$ cat src/rtl/aes_round_sequencer.sv
// aes_round_sequencer: control FSM for an iterative AES-128 encryption datapath.
// Runs the initial AddRoundKey (LOAD) and then NUM_ROUNDS rounds, each made of
// SBOX_LAT SUB cycles and one MIX cycle. A one-cycle DONE state ends the run.
// Parameters: SBOX_LAT (S-box read latency, 1..4), NUM_ROUNDS (1..14).
// Ports: clk, nrst (async active-low reset), start;
//        ready, busy, done, input_data_mux, sub_byte_en, mix_columns_flag,
//        mixed_data_en, key_load, key_step, round_num[3:0].
// Optional macro AES_ABORT_EN adds a synchronous abort input.
module aes_round_sequencer #(
    parameter int SBOX_LAT   = 1,
    parameter int NUM_ROUNDS = 10
) (
    input  logic       clk,
    input  logic       nrst,
    input  logic       start,
`ifdef AES_ABORT_EN
    input  logic       abort,
`endif
    output logic       ready,
    output logic       busy,
    output logic       done,
    output logic       input_data_mux,
    output logic       sub_byte_en,
    output logic       mix_columns_flag,
    output logic       mixed_data_en,
    output logic       key_load,
    output logic       key_step,
    output logic [3:0] round_num
);

    localparam logic [2:0] IDLE = 3'd0;
    localparam logic [2:0] LOAD = 3'd1;
    localparam logic [2:0] SUB  = 3'd2;
    localparam logic [2:0] MIX  = 3'd3;
    localparam logic [2:0] FIN  = 3'd4;

    localparam logic [1:0] LAT_LAST = 2'(SBOX_LAT - 1);
    localparam logic [3:0] RND_LAST = 4'(NUM_ROUNDS);

    logic [2:0] state;
    logic [2:0] state_nxt;
    logic [1:0] lat_cnt;
    logic [1:0] lat_nxt;
    logic [3:0] rnd;
    logic [3:0] rnd_nxt;
    logic       abort_req;

`ifdef AES_ABORT_EN
    assign abort_req = abort;
`else
    assign abort_req = 1'b0;
`endif

    always_comb begin
        state_nxt = state;
        lat_nxt   = lat_cnt;
        rnd_nxt   = rnd;
        // Abort wins over every other transition but cannot leave IDLE.
        if (abort_req && (state != IDLE)) begin
            state_nxt = IDLE;
            lat_nxt   = 2'd0;
            rnd_nxt   = 4'd0;
        end else begin
            case (state)
                IDLE: begin
                    if (start) begin
                        state_nxt = LOAD;
                        rnd_nxt   = 4'd0;
                        lat_nxt   = 2'd0;
                    end
                end
                LOAD: begin
                    state_nxt = SUB;
                    rnd_nxt   = 4'd1;
                    lat_nxt   = 2'd0;
                end
                SUB: begin
                    if (lat_cnt == LAT_LAST) begin
                        state_nxt = MIX;
                    end else begin
                        lat_nxt = lat_cnt + 2'd1;
                    end
                end
                MIX: begin
                    if (rnd == RND_LAST) begin
                        state_nxt = FIN;
                    end else begin
                        state_nxt = SUB;
                        rnd_nxt   = rnd + 4'd1;
                        lat_nxt   = 2'd0;
                    end
                end
                FIN: begin
                    state_nxt = IDLE;
                    rnd_nxt   = 4'd0;
                end
                default: begin
                    state_nxt = IDLE;
                    lat_nxt   = 2'd0;
                    rnd_nxt   = 4'd0;
                end
            endcase
        end
    end

    always_ff @(posedge clk or negedge nrst) begin
        if (!nrst) begin
            state   <= IDLE;
            lat_cnt <= 2'd0;
            rnd     <= 4'd0;
        end else begin
            state   <= state_nxt;
            lat_cnt <= lat_nxt;
            rnd     <= rnd_nxt;
        end
    end

    // Moore decode: outputs depend only on registered state and counters.
    always_comb begin
        ready            = (state == IDLE);
        busy             = (state == LOAD) || (state == SUB) || (state == MIX);
        done             = (state == FIN);
        input_data_mux   = (state == LOAD);
        key_load         = (state == LOAD);
        sub_byte_en      = (state == SUB) && (lat_cnt == LAT_LAST);
        mixed_data_en    = (state == LOAD) || (state == MIX);
        key_step         = (state == MIX);
        // The last round skips MixColumns.
        mix_columns_flag = (state == MIX) && (rnd < RND_LAST);
        round_num        = rnd;
    end

endmodule

$ cat config.mk
export PLATFORM = sky130hd
export DESIGN_NAME = aes_round_sequencer
export DESIGN_NICKNAME = d
export VERILOG_FILES = /design/src/rtl/aes_round_sequencer.sv
export SDC_FILE = /design/constraint.sdc
export NUM_CORES = 1
export LEC_CHECK = 0
export ABC_AREA = 1
export CAP_MARGIN = 30
export CORE_AREA = 2 2 39 41
export DETAILED_ROUTE_END_ITERATION = 8
export DIE_AREA = 0 0 41 43
export DONT_BUFFER_PORTS = 1
export PLACE_DENSITY = 0.64
export SYNTH_ARGS = -nofsm -noshare
export SYNTH_HDL_FRONTEND = slang
export SYNTH_SLANG_ARGS = --single-unit
$ cat constraint.sdc
create_clock -name clk -period 1.35 [get_ports clk]
set_input_delay 0.3375 -clock clk [delete_from_list [all_inputs] [get_ports clk]]
set_output_delay 0.3375 -clock clk [all_outputs]
set_load 0.01 [all_outputs]
==> flow_summary.yaml, run 1 <==
global_routing:
  grt_pass1_wl_um: 2152
  grt_overflow: 0
  antenna_found_initial: 0
  grt_usage_pct: 18.45
  grt_pass1_vias: 538
  grt_max_degree: 10
finish:
  drive_above_1_share_pct: 45.26
  syn2layout_area_growth_pct: 29.75
  final_cell_area_um2: 829.5
  layoutNonFillerInstCount: 111
  nets: 102
  nFillCells: 140
  diodes: 0
placed_design:
  dp_cells: 102
  io_buffers: 0
  hpwlAfterDp_um: 994.5
  gp_congestion: 0.7354
  place_area_um2: 723.2
setup_path:
  rrSetupSlack_ps: 20
  crit_arrival_ps: 1130
  path_class: "reg2out"
  end_kind: "output port"
  path_max_fanout: 5
  start_kind: "register"
  required_ps: 1010
route:
  wl_per_cell_um: 12.32
  ant_nets: 0
  drt_wl_total_um: 1368
  firstDrtPassIters: 4
  viasPerCell: 5.099
  drc: 0
  vias: 566
  drtIter0Drc: 9
clock_tree:
  clk_pin_slew_ps: 60
  cts_tree: "yes"
  cts_made_buffers: 3
  h-tree-depth: 1
  clock_latency_ps: 250
  clock_path_buffers: 2
  root_buffer: "clkbuf_4"
  cts_sinks: 9
run_status:
  violations: "negative setup slack"
  status: "complete, but fails checks"
timing:
  worst_pin_slew_ps: 411.3
  fin_skew_ps: 1.232
  period_needed_ps: 1469
  slew_headroom_pct: 72.49
  hold_viol: 0
  fmaxAchievable_ghz: 0.6806
  layout_setup_ws_ps: -119.2
  slew_viol_final: 0
  setup_viol: 9
  fin_hold_ws_ps: 423.1
  fin_crit_sh_pct: 108.8
  rsz0062_at_grt: "true"
yosys:
  ys_top_cells_by_area: "dfrtp_1 35%, inv_1 7.6%, ha_1 5.9%, o21ai_2 5.5%, nand2_1 5.3%"
  synthesis.area_um2: 639.4
  seq_area_frac_synth_pct: 35.23
  synthArstFlopShare_pct: 100.0
  ys_warn_count: 0
  yosys.area.top_type: "dfrtp_1"
  synth-edff-count: 0
  avgSynthCellArea_um2: 8.197
  synth_common_cells: "13 x inv_1, 9 x dfrtp_1, 9 x nand2_1, 9 x nor2_1, 5 x nand3_1"
  ys.flop_type: "dfrtp_1"
  synth_top_area_share_pct: 35.23
  synth_cell_types: 22
  synth.most_common_cell: "inv_1"
  synth_seq_cells: 9
  synth_nets: 84
  synth_cells: 78
floorplan:
  start_util_pct: 46.20
  io_pins: 16
  die_w_um: 41
  die_area_mm2: 0.001763
  die_h_um: 43
  num_rows: 14
  fp.coreArea_mm2: 0.001384
flow_run:
  drv_cap: 0
min_path:
  hold_class: "in2reg"
power_and_ir_drop:
  p_per_area_mw_per_mm2: 1827
  ir_drop_mv: 0.9952
  p_leak_nw: 0.4237
## layout make-up
class | count | area [um2] | area share (%)
well taps | 16 | 20.02 | 2.413
multi-input cells | 53 | 364.1 | 43.89
clock buffers | 4 | 26.28 | 3.167
inverters | 13 | 48.80 | 5.882
flip-flops and latches | 9 | 229.0 | 27.60
repair buffers | 16 | 141.4 | 17.04
## cells in the final DEF, fill, tap and decap left out, types with 4 or more instances in the layout
cell type	synthesis	routed
o21ai_2	4	4
buf_6	1	5
buf_4	1	10
nand2_1	9	9
nor2_2	1	5
nand2_2	4	4
dfrtp_1	9	6
nor2_1	9	4
inv_1	13	12
nand3_1	5	5
## stage by stage
| step | setup WS [ps] | total power, W | setup TNS [ps] | util (%) |
|---|---|---|---|---|
| 2_1_floorplan | 77.62 | 0.0009742 | 0 | - |
| 3_3_place_gp | 87.76 | 0.001190 | 0 | 52.26 |
| 3_5_place_dp | 47.95 | 0.001218 | 0 | 52.26 |
| 4_1_cts | -136.8 | 0.001525 | -783.0 | 59.13 |
| 5_1_grt | -186.5 | 0.001634 | -1398 | 59.95 |
| 6_report | -119.2 | 0.001516 | -759.8 | 59.95 |
## per-layer routing
layer | track usage (%) | vias to the layer above | wire length (um)
met5 | 0 | - | 0
met4 | 8.000 | 0 | 12
met3 | 3.141 | 2 | 49
met2 | 33.44 | 12 | 744
met1 | 18.92 | 273 | 561
li1 | - | 279 | -
## sequential cells by signal, summed over array words and instances (netlist names)
signal	cells
round_num	4
state	3
lat_cnt	2
## cell families after synthesis
logic type | count (synthesis) | share of synthesized area, %
AO/OA/AOI/OAI | 9 | 9.783
AND/OR/NAND/NOR | 41 | 37.77
buffers and inverters | 16 | 11.35
flip-flops | 9 | 35.23
adder cells (fa/ha/maj) | 3 | 5.871
## worst paths after layout
| path | startpoint | to | cells past startpoint |
|---|---|---|---|
| max | state[2]$_DFFE_PN0P_ | key_load | 3 |
| min | start | state[0]$_DFFE_PN0P_ | 4 |
| max reg2reg | state[2]$_DFFE_PN0P_ | lat_cnt[1]$_DFFE_PN0P_ | 6 |
| min reg2reg | lat_cnt[1]$_DFFE_PN0P_ | lat_cnt[1]$_DFFE_PN0P_ | 2 |
| max in group asynchronous | nrst | state[1]$_DFFE_PN0P_ | 1 |
| min in group asynchronous | nrst | round_num[2]$_DFFE_PN0P_ | 1 |
## critical path, cell delays in order, from the launching register on
cell     delay [ps]
dfrtp_2         440
buf_6           140
nor3_2          140
buf_4           160
## repair_timing
action / 4_1_cts / 5_1_grt
hold endpoints to repair: 9 / 0
hold buffers: 1 / 0
pin swaps: 3 / 2
gates resized for setup: 13 / 2
endpoints found under the setup margin: 9 / 15
setup buffers: 3 / 1
## where the power goes
part           internal (W)  switching [W]
registers          0.000343      0.0000860
clock network      0.000113      0.0000868
logic              0.000400       0.000486
total              0.000857       0.000659
Power figures use the tool's default switching activity.
==> inputs of run 2 (changes only) <==
clock period = 1.8 ns   (was 1.35 ns; I/O delays follow)
==> flow_summary.yaml, run 2 (synthesis results as in run 1) <==
clock_tree:
  cts_made_buffers: 3
  cts_tree: "yes"
  clk_pin_slew_ps: 60
  clock_path_buffers: 2
  root_buffer: "clkbuf_4"
  clock_latency_ps: 260
  cts_sinks: 9
  h-tree-depth: 1
timing:
  hold_viol: 0
  fmaxAchievable_ghz: 0.5925
  slew_headroom_pct: 71.18
  fin_skew_ps: 1.575
  fin_crit_sh_pct: 93.76
  slew_viol_final: 0
  rsz0062_at_grt: "false"
  period_needed_ps: 1688
  finalSetupTns_ps: 0
  worst_pin_slew_ps: 430.8
  layout_setup_ws_ps: 112.2
  setup_viol: 0
global_routing:
  grt_pass1_vias: 446
  grt_max_degree: 11
  grt_usage_pct: 16.26
  grt_pass1_wl_um: 1897
  grt_overflow: 0
  antenna_found_initial: 0
setup_path:
  start_kind: "register"
  end_kind: "output port"
  r2r_cells: 8
  rrSetupSlack_ps: 370
  path_max_fanout: 6
  path_class: "reg2out"
  required_ps: 1350
  crit_arrival_ps: 1240
power_and_ir_drop:
  p_per_area_mw_per_mm2: 1339
  ir_drop_mv: 0.5211
  p_total_w: 0.0009567
  p_leak_nw: 0.3649
floorplan:
  start_util_pct: 46.20
  die_area_mm2: 0.001763
  die_w_um: 41
  fp.coreArea_mm2: 0.001384
  io_pins: 16
  die_h_um: 43
  num_rows: 14
finish:
  largest_reg_flops: 4
  layout_common_cells: "13 x inv_1, 9 x nand2_1, 7 x nor2_1, 7 x dfrtp_1, 5 x nand3_1"
  final_cell_area_um2: 714.4
  nets: 91
  drive_above_1_share_pct: 30.95
  nFillCells: 138
  syn2layout_area_growth_pct: 11.74
  regArea_um2: 227.7
  multi_input_area_um2: 351.6
  final_common_cell: "inv_1"
  diodes: 0
min_path:
  min_path_cells: 2
  hold_class: "reg2reg"
placed_design:
  dpl_worst_slack_ps: 311.2
  place_area_um2: 643.1
  gp_congestion: 0.6877
  hpwlAfterDp_um: 838.4
  io_buffers: 0
route:
  drt_wl_total_um: 1170
  wl_per_cell_um: 11.70
  vias: 499
  firstDrtPassIters: 2
  viasPerCell: 4.990
  ant_nets: 0
  drc: 0
  drtIter0Drc: 7
flow_run:
  drv_cap: 0
run_status:
  status: "finished, final reports clean"
==> run 2: cell types whose count changed in the layout (fill, tap and decap cells not counted), sizes merged <==
cell	before	now
buf	15	4
==> run 2: path summary, 6_finish.rpt <==
check	start	to
max in group asynchronous	nrst	state[2]$_DFFE_PN0P_
min reg2reg	lat_cnt[1]$_DFFE_PN0P_	lat_cnt[1]$_DFFE_PN0P_
max reg2reg	round_num[0]$_DFFE_PN0P_	round_num[0]$_DFFE_PN0P_
min	lat_cnt[1]$_DFFE_PN0P_	lat_cnt[1]$_DFFE_PN0P_
max	state[2]$_DFFE_PN0P_	mix_columns_flag
min in group asynchronous	nrst	round_num[2]$_DFFE_PN0P_
==> run 2: cell type report <==
type	count	area share (%)
multi-input cells	53	49.21
flip-flops and latches	9	31.87
inverters	13	6.830
repair buffers	5	5.604
clock buffers	4	3.678
well taps	16	2.802
==> run 2: through the flow <==
stage | cells | util [%] | hold slack, ps
2_1_floorplan | 78 | - | 154.4
3_3_place_gp | 92 | 46.47 | 154.6
3_5_place_dp | 92 | 46.47 | 154.6
4_1_cts | 97 | 49.10 | 484.3
5_1_grt | 100 | 51.63 | 517.4
6_report | 100 | 51.63 | 483.5
==> run 2: timing repair <==
| action | in CTS | in global routing |
|---|---|---|
| setup endpoints to repair | 0 | 3 |
| setup buffers | 0 | 3 |
| hold endpoints to repair | 9 | 0 |
| resized for setup | 0 | 5 |
| hold buffers | 1 | 0 |
==> run 2: critical path: stages, from the launching register on <==
cell	delay [ps]
dfrtp_2	450
buf_4	170
nor2_8	170
o21a_1	200
==> run 2: where the power goes <==
| group | switching (W) | internal [W] | total, W |
|---|---|---|---|
| logic | 0.000284 | 0.000167 | 0.000451 |
| registers | 0.0000936 | 0.000254 | 0.000348 |
| clock network | 0.0000720 | 0.0000855 | 0.000158 |
| total | 0.000450 | 0.000507 | 0.000957 |
==> run 2: routing by layer <==
metal | GRT usage [%] | vias up | share of wire [%] | wire length [um]
li1 | - | 261 | - | -
met1 | 21.31 | 229 | 48 | 564
met2 | 22.50 | 7 | 48 | 557
met3 | 7.853 | 2 | 3.5 | 41
met4 | 6.000 | 0 | 0.51 | 6
met5 | 0 | - | 0 | 0
==> inputs of run 3 (changes only) <==
MAX_ROUTING_LAYER = met4   (was default)
==> flow_summary.yaml, run 3 (synthesis results as in run 1) <==
timing:
  fin_hold_ws_ps: 483.5
  slew_headroom_pct: 70.97
  period_needed_ps: 1699
  fmaxAchievable_ghz: 0.5886
  setup_viol: 0
  slew_viol_final: 0
  hold_viol: 0
  finalSetupTns_ps: 0
  fin_skew_ps: 1.569
  fin_crit_sh_pct: 94.39
  worst_pin_slew_ps: 434.0
  rsz0062_at_grt: "true"
floorplan:
  fp.coreArea_mm2: 0.001384
  die_w_um: 41
  die_h_um: 43
  num_rows: 14
  die_area_mm2: 0.001763
  start_util_pct: 46.20
  io_pins: 16
finish:
  diodes: 0
  layoutNonFillerInstCount: 97
  nets: 88
  drive_above_1_share_pct: 27.16
  layout_common_cells: "13 x inv_1, 9 x nand2_1, 8 x dfrtp_1, 7 x nor2_1, 5 x nand3_1"
  nFillCells: 145
  largest_reg_flops: 4
  syn2layout_area_growth_pct: 7.241
  final_cell_area_um2: 685.7
  final_common_cell: "inv_1"
  regArea_um2: 226.5
  multi_input_area_um2: 346.6
placed_design:
  io_buffers: 0
  hpwlAfterDp_um: 838.4
  place_area_um2: 643.1
  gp_congestion: 0.6949
  dp_cells: 92
flow_run:
  drv_cap: 0
route:
  drc: 0
  viasPerCell: 5.000
  drtIter0Drc: 8
  wl_per_cell_um: 11.64
  ant_nets: 0
  vias: 485
  firstDrtPassIters: 3
  drt_wl_total_um: 1129
global_routing:
  grt_pass1_wl_um: 1890
  grt_pass1_vias: 445
  grt_usage_pct: 16.36
  antenna_found_initial: 0
  grt_overflow: 0
  grt_max_degree: 11
setup_path:
  end_kind: "output port"
  required_ps: 1350
  start_kind: "register"
  r2r_cells: 8
  path_class: "reg2out"
  path_max_fanout: 10
  crit_arrival_ps: 1250
clock_tree:
  cts_made_buffers: 3
  clock_latency_ps: 260
  cts_sinks: 9
  h-tree-depth: 1
  clock_path_buffers: 2
  cts_tree: "yes"
  clk_pin_slew_ps: 60
  root_buffer: "clkbuf_4"
power_and_ir_drop:
  p_per_area_mw_per_mm2: 1390
  ir_drop_mv: 0.5083
  p_leak_nw: 0.3485
min_path:
  hold_class: "reg2reg"
  min_path_cells: 2
run_status:
  status: "finished, final reports clean"
==> run 3: cell count changes in the layout (fill, tap and decap cells not counted) <==
cell,change
dfrtp_1,+1
nor2_2,+1
buf_4,-3
nor2_4,-1
dfrtp_2,-1
==> run 3: path summary, 6_finish.rpt <==
path / from / slack (ps) / endpoint
max: state[2]$_DFFE_PN0P_ / 100 / sub_byte_en
min: lat_cnt[1]$_DFFE_PN0P_ / 480 / lat_cnt[1]$_DFFE_PN0P_
max reg2reg: round_num[0]$_DFFE_PN0P_ / 370 / round_num[0]$_DFFE_PN0P_
min reg2reg: lat_cnt[1]$_DFFE_PN0P_ / 480 / lat_cnt[1]$_DFFE_PN0P_
max in group asynchronous: nrst / 910 / state[2]$_DFFE_PN0P_
min in group asynchronous: nrst / 570 / state[1]$_DFFE_PN0P_
==> run 3: layer usage <==
metal	track usage (%)	vias to the layer above	share of wire, %
li1	-	253	-
met5	-	-	0
met4	6.000	0	0.97
met1	21.31	221	49
met2	22.50	9	47
met3	6.283	2	3.8
==> run 3: where the power goes <==
group	switching [W]	internal, W	total [W]
Sequential	0.0000899	0.000254	0.000344
Combinational	0.000285	0.000167	0.000452
Clock	0.0000715	0.0000855	0.000157
Total	0.000446	0.000506	0.000953
==> run 3: layout make-up <==
type	count	share of cell area, %
clock buffer	4	3.832
inverter	13	7.117
multi-input combinational	53	50.55
sequential	9	33.03
tap	16	2.920
timing repair buffer	2	2.555
==> run 3: stage by stage <==
stage	util (%)	total power [W]	setup WS (ps)
finish	49.55	0.0009528	100.9
global route	49.55	0.001057	-1.615
CTS	49.10	0.0009708	22.57
detailed placement	46.47	0.0007997	311.2
global placement	46.47	0.0007906	334.1
floorplan	-	0.0007287	294.0
==> run 3: critical path, cell delays in order (launching register included) <==
cell	delay, ps
dfrtp_2	500
nor2_2	190
nand3_1	160
inv_1	140
==> run 3: repair_timing <==
action | in CTS | in global routing
setup buffers | 0 | 0
resized for setup | 0 | 3
hold endpoints to repair | 9 | 0
hold buffers | 1 | 0
setup endpoints to repair | 0 | 3
